$ cat config.mk
export PLATFORM = sky130hd
export DESIGN_NAME = elastic_pipeline
export DESIGN_NICKNAME = d
export VERILOG_FILES = /design/src/rtl/elastic_pipeline_pkg.sv /design/src/rtl/elastic_stage.sv /design/src/rtl/elastic_pipeline.sv
export SDC_FILE = /design/constraint.sdc
export NUM_CORES = 1
export LEC_CHECK = 0
export ABC_AREA = 1
export BUFFER_PORTS_ARGS = -buffer_cell sky130_fd_sc_hd__buf_2
export CORE_ASPECT_RATIO = 0.8
export CORE_UTILIZATION = 50
export CTS_CLUSTER_SIZE = 12
export DETAILED_ROUTE_END_ITERATION = 16
export PLACE_DENSITY = 0.82
export SLEW_MARGIN = 20
export SYNTH_ARGS = -nofsm -noshare
export SYNTH_HDL_FRONTEND = slang
export SYNTH_SLANG_ARGS = --single-unit
$ cat constraint.sdc
create_clock -name clk_i -period 1.9 [get_ports clk_i]
set_input_delay 0.19 -clock clk_i [delete_from_list [all_inputs] [get_ports clk_i]]
set_output_delay 0.19 -clock clk_i [all_outputs]
set_load 0.01 [all_outputs]
$ cat src/rtl/elastic_pipeline_pkg.sv
// Shared types and helpers for the elastic pipeline: stage state encoding
// and the derivations of occupancy-counter width and total capacity.
package elastic_pipeline_pkg;

  typedef enum logic [1:0] {
    EMPTY = 2'd0,
    BUSY  = 2'd1,
    FULL  = 2'd2
  } stage_state_e;

  // Wide enough to hold every count from 0 up to two entries per stage.
  function automatic int cntWidthFor(input int numStages);
    return $clog2(2 * numStages + 1);
  endfunction

  function automatic int capacityFor(input int numStages, input bit skidEn);
    return skidEn ? 2 * numStages : numStages;
  endfunction

endpackage

$ cat src/rtl/elastic_stage.sv
// One elastic stage: a main register plus an optional skid register.
// Readiness is granted by the parent's ready chain; o_canAccept reports the local view.
module elastic_stage
  import elastic_pipeline_pkg::*;
#(
  parameter int DATA_WIDTH = 32,
  parameter int SKID_EN    = 1
) (
  input  logic                  i_clk,
  input  logic                  i_rstN,
  input  logic                  i_stall,
  input  logic                  i_flush,
  input  logic                  i_inValid,
  input  logic                  i_inReady,
  input  logic [DATA_WIDTH-1:0] i_inData,
  output logic                  o_canAccept,
  output logic                  o_outValid,
  input  logic                  i_outReady,
  output logic [DATA_WIDTH-1:0] o_outData,
  output logic [1:0]            o_occupancy
);

  logic                  r_mainValid;
  logic [DATA_WIDTH-1:0] r_mainData;
  logic                  w_hold;
  logic                  w_inXfer;
  logic                  w_outXfer;

  assign w_hold      = i_stall | i_flush;
  assign w_inXfer    = i_inValid & i_inReady & ~w_hold;
  assign w_outXfer   = r_mainValid & i_outReady & ~w_hold;
  assign o_outValid  = r_mainValid & ~w_hold;
  assign o_outData   = r_mainData;

  if (SKID_EN != 0) begin : gen_skid
    logic                  r_skidValid;
    logic [DATA_WIDTH-1:0] r_skidData;
    stage_state_e          w_state;

    always_comb begin
      w_state = EMPTY;
      if (r_skidValid)      w_state = FULL;
      else if (r_mainValid) w_state = BUSY;
    end

    // The skid register absorbs the one extra beat that arrives while the
    // registered ready is still high, so ready never depends on i_outReady.
    always_ff @(posedge i_clk or negedge i_rstN) begin
      if (!i_rstN) begin
        r_mainValid <= 1'b0;
        r_mainData  <= '0;
        r_skidValid <= 1'b0;
        r_skidData  <= '0;
      end else if (i_flush) begin
        r_mainValid <= 1'b0;
        r_skidValid <= 1'b0;
      end else begin
        case (w_state)
          EMPTY: begin
            if (w_inXfer) begin
              r_mainValid <= 1'b1;
              r_mainData  <= i_inData;
            end
          end
          BUSY: begin
            if (w_inXfer && !w_outXfer) begin
              r_skidValid <= 1'b1;
              r_skidData  <= i_inData;
            end else if (w_outXfer && !w_inXfer) begin
              r_mainValid <= 1'b0;
            end else if (w_inXfer && w_outXfer) begin
              r_mainData <= i_inData;
            end
          end
          FULL: begin
            if (w_outXfer) begin
              r_mainData  <= r_skidData;
              r_skidValid <= 1'b0;
            end
          end
          default: begin
          end
        endcase
      end
    end

    assign o_canAccept = ~r_skidValid;
    assign o_occupancy = {1'b0, r_mainValid} + {1'b0, r_skidValid};
  end else begin : gen_plain
    always_ff @(posedge i_clk or negedge i_rstN) begin
      if (!i_rstN) begin
        r_mainValid <= 1'b0;
        r_mainData  <= '0;
      end else if (i_flush) begin
        r_mainValid <= 1'b0;
      end else if (w_inXfer) begin
        r_mainValid <= 1'b1;
        r_mainData  <= i_inData;
      end else if (w_outXfer) begin
        r_mainValid <= 1'b0;
      end
    end

    assign o_canAccept = ~r_mainValid;
    assign o_occupancy = {1'b0, r_mainValid};
  end

endmodule

$ cat src/rtl/elastic_pipeline.sv
// Chain of NUM_STAGES elastic stages with shared stall/flush control,
// an occupancy counter and zero-gated output payload.
module elastic_pipeline
  import elastic_pipeline_pkg::*;
#(
  parameter int DATA_WIDTH = 32,
  parameter int NUM_STAGES = 2,
  parameter int SKID_EN    = 1,
  parameter int CNT_WIDTH  = cntWidthFor(NUM_STAGES)
) (
  input  logic                  clk_i,
  input  logic                  rst_ni,
  input  logic                  s_data_valid,
  output logic                  s_data_ready,
  input  logic [DATA_WIDTH-1:0] s_data_rdata,
  output logic                  m_data_valid,
  input  logic                  m_data_ready,
  output logic [DATA_WIDTH-1:0] m_data_rdata,
  input  logic                  s_ctrl_stall,
  input  logic                  s_ctrl_flush,
  output logic [CNT_WIDTH-1:0]  status_count
);

  localparam int CAPACITY = capacityFor(NUM_STAGES, SKID_EN != 0);

  if (NUM_STAGES < 1) begin : gen_badStages
    $error("elastic_pipeline: NUM_STAGES must be at least 1");
  end

  logic                  w_hold;
  logic [NUM_STAGES:0]   w_valid;
  logic [NUM_STAGES:0]   w_ready;
  logic [NUM_STAGES:0]   w_grant;
  logic [NUM_STAGES-1:0] w_canAccept;
  logic [DATA_WIDTH-1:0] w_data [NUM_STAGES+1];
  logic [1:0]            w_occ  [NUM_STAGES];
  logic [CNT_WIDTH-1:0]  w_count;

  assign w_hold     = s_ctrl_stall | s_ctrl_flush;
  assign w_valid[0] = s_data_valid;
  assign w_data[0]  = s_data_rdata;

  // Ready is resolved here in one place so that the plain-register mode can
  // ripple m_data_ready backwards without looping through the stage ports.
  always_comb begin
    w_ready             = '0;
    w_ready[NUM_STAGES] = m_data_ready;
    for (int i = NUM_STAGES - 1; i >= 0; i--) begin
      w_ready[i] = (SKID_EN != 0) ? w_canAccept[i] : (w_canAccept[i] | w_ready[i+1]);
    end
  end

  assign w_grant = w_ready & {(NUM_STAGES + 1){~w_hold}};

  for (genvar g = 0; g < NUM_STAGES; g++) begin : gen_stage
    elastic_stage #(
      .DATA_WIDTH(DATA_WIDTH),
      .SKID_EN   (SKID_EN)
    ) u_stage (
      .i_clk      (clk_i),
      .i_rstN     (rst_ni),
      .i_stall    (s_ctrl_stall),
      .i_flush    (s_ctrl_flush),
      .i_inValid  (w_valid[g]),
      .i_inReady  (w_grant[g]),
      .i_inData   (w_data[g]),
      .o_canAccept(w_canAccept[g]),
      .o_outValid (w_valid[g+1]),
      .i_outReady (w_grant[g+1]),
      .o_outData  (w_data[g+1]),
      .o_occupancy(w_occ[g])
    );
  end

  always_comb begin
    w_count = '0;
    for (int i = 0; i < NUM_STAGES; i++) begin
      w_count = w_count + CNT_WIDTH'(w_occ[i]);
    end
  end

  assign s_data_ready = w_grant[0];
  assign m_data_valid = w_valid[NUM_STAGES] & ~w_hold;
  assign m_data_rdata = m_data_valid ? w_data[NUM_STAGES] : '0;
  assign status_count = w_count;

  capacityBound : assert property (@(posedge clk_i) disable iff (!rst_ni)
    status_count <= CNT_WIDTH'(CAPACITY));

endmodule
After elaboration in Yosys (flattened, before gate mapping)
Index checks and enable logic that the tools add are counted.
{"block": "totals", "reg_bits": 132, "latchBits": 0, "mem_bits_rw": 0, "romBits": 0, "in_bits": 38, "out_inout_bits": 37, "n_memories": 0}
{"block": "op_classes", "addsub": 3, "n_mul": 0, "div": 0, "magnitude_cmp": 0, "n_eq_ne": 24, "shift": 0, "mux": 35, "bitwise": 17, "n_reduce_logical": 26}
{"op": "$mux W32", "count": 11}
{"op": "$pmux W32 S3", "count": 2}
{"op": "$ne A3 B2 Y1 const B", "count": 8}
{"op": "$reduce_bool A3 Y1", "count": 6}
{"op": "$mux W1", "count": 16}
{"op": "$reduce_and A7 Y1", "count": 2}
{"op": "$ne A2 B1 Y1 const B", "count": 6}
{"op": "$reduce_and A3 Y1", "count": 4}
{"op": "$and A1 B1 Y1", "count": 11}
{"op": "$ne A2 B2 Y1 const B", "count": 4}
{"op": "$pmux W1 S2", "count": 4}
{"op": "$reduce_and A4 Y1", "count": 2}
{"op": "$logic_and A1 B1 Y1", "count": 6}
{"op": "$ne A3 B3 Y1 const B", "count": 2}
{"op": "$add A1 B1 Y2", "count": 2}
{"op": "$eq A2 B1 Y1 const B", "count": 2}
{"op": "$eq A2 B2 Y1 const B", "count": 2}
{"op": "$logic_not A1 Y1", "count": 4}
{"op": "$logic_not A2 Y1", "count": 2}
{"op": "$mux W2", "count": 2}
{"op": "$not A1 Y1", "count": 4}
{"op": "$add A2 B2 Y3", "count": 1}
{"op": "$and A3 B3 Y3", "count": 1}
{"op": "$or A1 B1 Y1", "count": 1}

Logic depth before layout (Yosys ltp)
{"block": "depth", "ltp_word": 11, "mapped_depth": 11, "mapped_depth_nobuf": 10}

Modules after synthesis
Synthesis repeated with hierarchy kept, for this count alone.
{"block": "unflattened", "cells_unflattened": 850, "hier_area_um2": 6643.9}
{"module": "elastic_stage", "instances": 2, "cells_each": 383, "area_each_um2": 3133.0, "seq_area_each_um2": 1651.6}
{"module": "elastic_pipeline", "instances": 1, "cells_each": 84, "area_each_um2": 377.9, "seq_area_each_um2": 0.0}

Worst setup path after synthesis
OpenSTA, ideal clock, no wires.
{"block": "synth_path", "path_kind": "register -> output", "startpoint": "register gen_stage[0].u_stage.gen_skid.r_skidValid", "endpoint": "output port status_count[1]", "t_arrival_ns": 1.609, "required_time_ns": 1.710, "setup_slack_ns": 0.101, "path_stages_with_launch": 7, "path_cell_list": "dfrtp_1 buf_2 inv_2 fa_1 inv_1 ha_1 ha_1"}
{"block": "synth_via", "elab_chain_cells": 2}
{"item": "from (decl)", "line_no": "elastic_stage.sv:36", "text": "logic r_skidValid;"}
{"item": "from (signal assigned)", "line_no": "elastic_stage.sv:52", "text": "r_skidValid <= 1'b0;"}
{"item": "from (signal assigned)", "line_no": "elastic_stage.sv:56", "text": "r_skidValid <= 1'b0;"}
{"item": "from (signal assigned)", "line_no": "elastic_stage.sv:67", "text": "r_skidValid <= 1'b1;"}
{"item": "$add A1 B1 Y2", "line_no": "elastic_stage.sv:88", "text": "assign o_occupancy = {1'b0, r_mainValid} + {1'b0, r_skidValid};"}
{"item": "$add A2 B2 Y3", "line_no": "elastic_pipeline.sv:78", "text": "w_count = w_count + CNT_WIDTH'(w_occ[i]);"}
{"item": "to (decl)", "line_no": "elastic_pipeline.sv:21", "text": "output logic [CNT_WIDTH-1:0] status_count"}
No other way between the ends.

Final worst setup path
Ends and elaborated chain as after synthesis.

==> results.py <==
metrics = {
    "timing": {
        "slew_violations": 0,
        "finalSetupViolCount": 3,
        "max_freq_ghz": 0.476,
        "post-route-period-util_pct": 110,
        "rsz0062_at_grt": "true",
        "setup_slack_ps": -199,
        "final_hold_viol_count": 0,
        "worst_pin_slew_ps": 515,
        "tns_ps": -370,
        "final.min_clock_period_ps": 2100,
        "skew_ps": 8.15,
        "slew_headroom_pct": 65.6,
    },
    "synthesis": {
        "synthTopCellsByArea": "dfrtp_1, nand2_1, inv_1",
        "synthCells": 788,
        "yosysMostFrequentCell": "nand2_1",
        "synthFlopType": "dfrtp_1",
        "syn_nets": 831,
        "synth_edf_count": 0,
        "synthXorXnorAreaFrac_pct": 0,
        "ys_seq_area_share_pct": 51.9,
        "synthAdderAreaFrac_pct": 1.10,
        "ys_seq_elements": 132,
        "synth_area_um2": 6360,
        "synth-simple-area-share_pct": 20.8,
        "avgSynthCellArea_um2": 8.08,
        "netlist_top_cells_count": "nand2_1, dfrtp_1, inv_1, o21ai_0, o21ai_1",
        "yosys.area.top_type_share_pct": 51.9,
        "synth_top_family_by_area": "simple AND/OR/NAND/NOR gates",
        "synth_compound_area_share_pct": 14.9,
        "yosysWarningCount": 0,
        "yosysTopAreaCell": "dfrtp_1",
        "synth_cell_types": 28,
        "async_flop_share_pct": 100,
        "synthMuxAreaShare_pct": 0,
    },
    "finish": {
        "post-route-cell-area_um2": 7720,
        "final_nets": 900,
        "instances_no_fill": 1040,
        "area_growth_pct": 21.3,
        "fill_cells": 1018,
        "n_antenna_cell": 0,
        "layout-drive-gt1-share_pct": 22.4,
        "fin_util_pct": 62.8,
    },
    "clock_tree": {
        "cts_buffers": 17,
        "clkTransAtPathRegs_ps": 50,
        "insertion_delay_ps": 410,
        "cts_root_buffer": "clkbuf_16",
        "cts_tree": "built",
        "htree_levels": 4,
        "clkSinkCount": 132,
        "cts_buffer_depth": 2,
    },
    "critical_path": {
        "worst-setup-path-type": "reg -> out",
        "worstSetupEndpointType": "output pin",
        "worstSetupStartpointType": "flop",
        "required_ps": 1710,
        "cp_max_fo": 2,
        "critical_path_arrival_ps": 1910,
    },
    "placed_design": {
        "gp_congestion": 0.753,
        "port_buffers": 74,
        "hpwlAfterDp_mm": 8.44,
        "place_area_um2": 6830,
        "dp_slack_ps": 84.8,
        "dp.cells": 999,
    },
    "hold_path": {
        "min_path_type": "in -> reg",
    },
    "grt": {
        "grt_util_met2_pct": 30.2,
        "grt-busiest-layer": "met1",
        "grt_pass1_wl_mm": 22.2,
        "grt_start_max_net_pins": 68,
        "antenna_found_initial": 0,
        "grt_use_total_pct": 21.7,
        "gr-total-overflow": 0,
        "grt_pass1_vias": 4500,
        "use_met1_pct": 33.6,
        "use_met3_pct": 5.45,
    },
    "pwr": {
        "p_sw_mw": 3.70,
        "p_clk_share_pct": 30.7,
        "internal_power_mw": 7.32,
        "p_comb_share_pct": 27.9,
        "max-vdd-ir-drop_mv": 0.761,
        "powerDensity_nw_per_um2": 1430,
        "p_leak_nw": 3.89,
        "swShare_pct": 33.6,
        "power_frac_seq_pct": 41.4,
    },
    "job": {
        "drv_cap": 0,
    },
    "floorplanning": {
        "die_x_um": 128,
        "die_h_um": 103,
        "io_pins": 75,
        "die-area_um2": 13200,
        "num_rows": 36,
        "initial_core_util_pct": 51.8,
        "core_um2": 12300,
    },
    "outcome": {
        "status": "finished, violations left",
        "violations": "negative setup slack",
    },
    "detailed_routing": {
        "detail_route.iter0.violations": 348,
        "viasPerCell": 4.84,
        "detail_route.wirelength_mm": 13.3,
        "first_pass_iters": 6,
        "routedWlPerCell_um": 12.7,
        "drcViolationCount": 0,
        "ant_nets": 0,
        "vias": 5034,
    },
}
==> per-stage QoR <==
| stage | hold WS [ps] | power (mW) |
|---|---|---|
| 3_3_place_gp | 196 | 7.26 |
| 2_1_floorplan | -106 | 6.68 |
| 3_5_place_dp | 200 | 7.41 |
| 5_1_grt | 51.0 | 11.8 |
| 6_report | 44.6 | 11.0 |
| 4_1_cts | 38.0 | 10.9 |
==> area by class of cell <==
type / instances / area, um^2 / share of cell area [%]
flip-flops and latches: 132 / 3300 / 42.8
multi-input cells: 497 / 2440 / 31.6
repair buffers: 95 / 708 / 9.17
inverters: 113 / 438 / 5.67
clock buffers: 18 / 429 / 5.56
well taps: 171 / 214 / 2.77
clock inverters: 13 / 185 / 2.40
repair inverters: 1 / 7.51 / 0.0972
==> sequential cells by signal, indices dropped and copies added, names as in the netlist <==
| signal | count |
|---|---|
| gen_stage.u_stage.gen_skid.r_skidData | 64 |
| gen_stage.u_stage.r_mainValid | 2 |
| gen_stage.u_stage.gen_skid.r_skidValid | 2 |
| gen_stage.u_stage.o_outData | 64 |
==> routing by layer <==
layer | up-vias | wire (um)
met5 | - | 0
met3 | 10 | 684
li1 | 2592 | -
met2 | 146 | 5600
met4 | 0 | 88
met1 | 2286 | 6890
==> power by group through the flow <==
stage / combinational [mW] / sequential (mW) / clock (mW)
after floorplan: 2.23 / 4.46 / 0
after global placement: 2.73 / 4.52 / 0
after detailed placement: 2.82 / 4.59 / 0
after CTS: 2.98 / 4.56 / 3.41
after global routing: 3.53 / 4.70 / 3.54
final: 3.07 / 4.56 / 3.38
==> cells by family (layout without fill, tap and decap cells) <==
family          Yosys count  count (layout)
compound gates          169             169
fa+ha+maj                 5               5
buf+inv                 159             240
flops                   132             132
simple gates            323             323
==> worst max-delay path, stage by stage (launching register included) <==
cell	delay, ps
dfrtp_1	360
inv_2	60
fa_1	550
inv_2	50
ha_4	150
ha_4	230
buf_6	110
==> repair_timing <==
item / CTS / global route
gates resized for setup: 12 / 31
buffers inserted: 4 / 3
cloned: 1 / 1
endpoints found under the setup margin: 35 / 46
pin swaps: 9 / 2
hold buffers: 1 / 0
endpoints found under the hold margin: 35 / 0
==> layout by cell type, fill, tap and decap left out, drive strengths merged <==
cell and count:
o22ai 1, clkbuf 19, buf 93, dlygate4sd3 1, clkinvlp 4, a21oi 13
bufinv 4, nand3 35, o41ai 1, dfrtp 132, nor2 53, nand2 235
clkinv 7, o21ai 153, a22oi 1, ha 4, fa 1, inv 112
==> worst paths after layout <==
check,start,endpoint,slack (ps),cells after the start
min,s_data_rdata[11],gen_stage[0].u_stage.gen_skid.r_skidData[11],40,3
min in group asynchronous,rst_ni,gen_stage[1].u_stage.o_outData[29],300,2
max reg2reg,gen_stage[0].u_stage.gen_skid.r_skidValid,gen_stage[0].u_stage.o_outData[18],150,10
max in group asynchronous,rst_ni,gen_stage[0].u_stage.o_outData[11],960,3
max,gen_stage[0].u_stage.gen_skid.r_skidValid,status_count[1],-200,6
min reg2reg,gen_stage[0].u_stage.o_outData[9],gen_stage[0].u_stage.o_outData[9],470,2
Note: power is estimated with default switching activity, not from simulation.
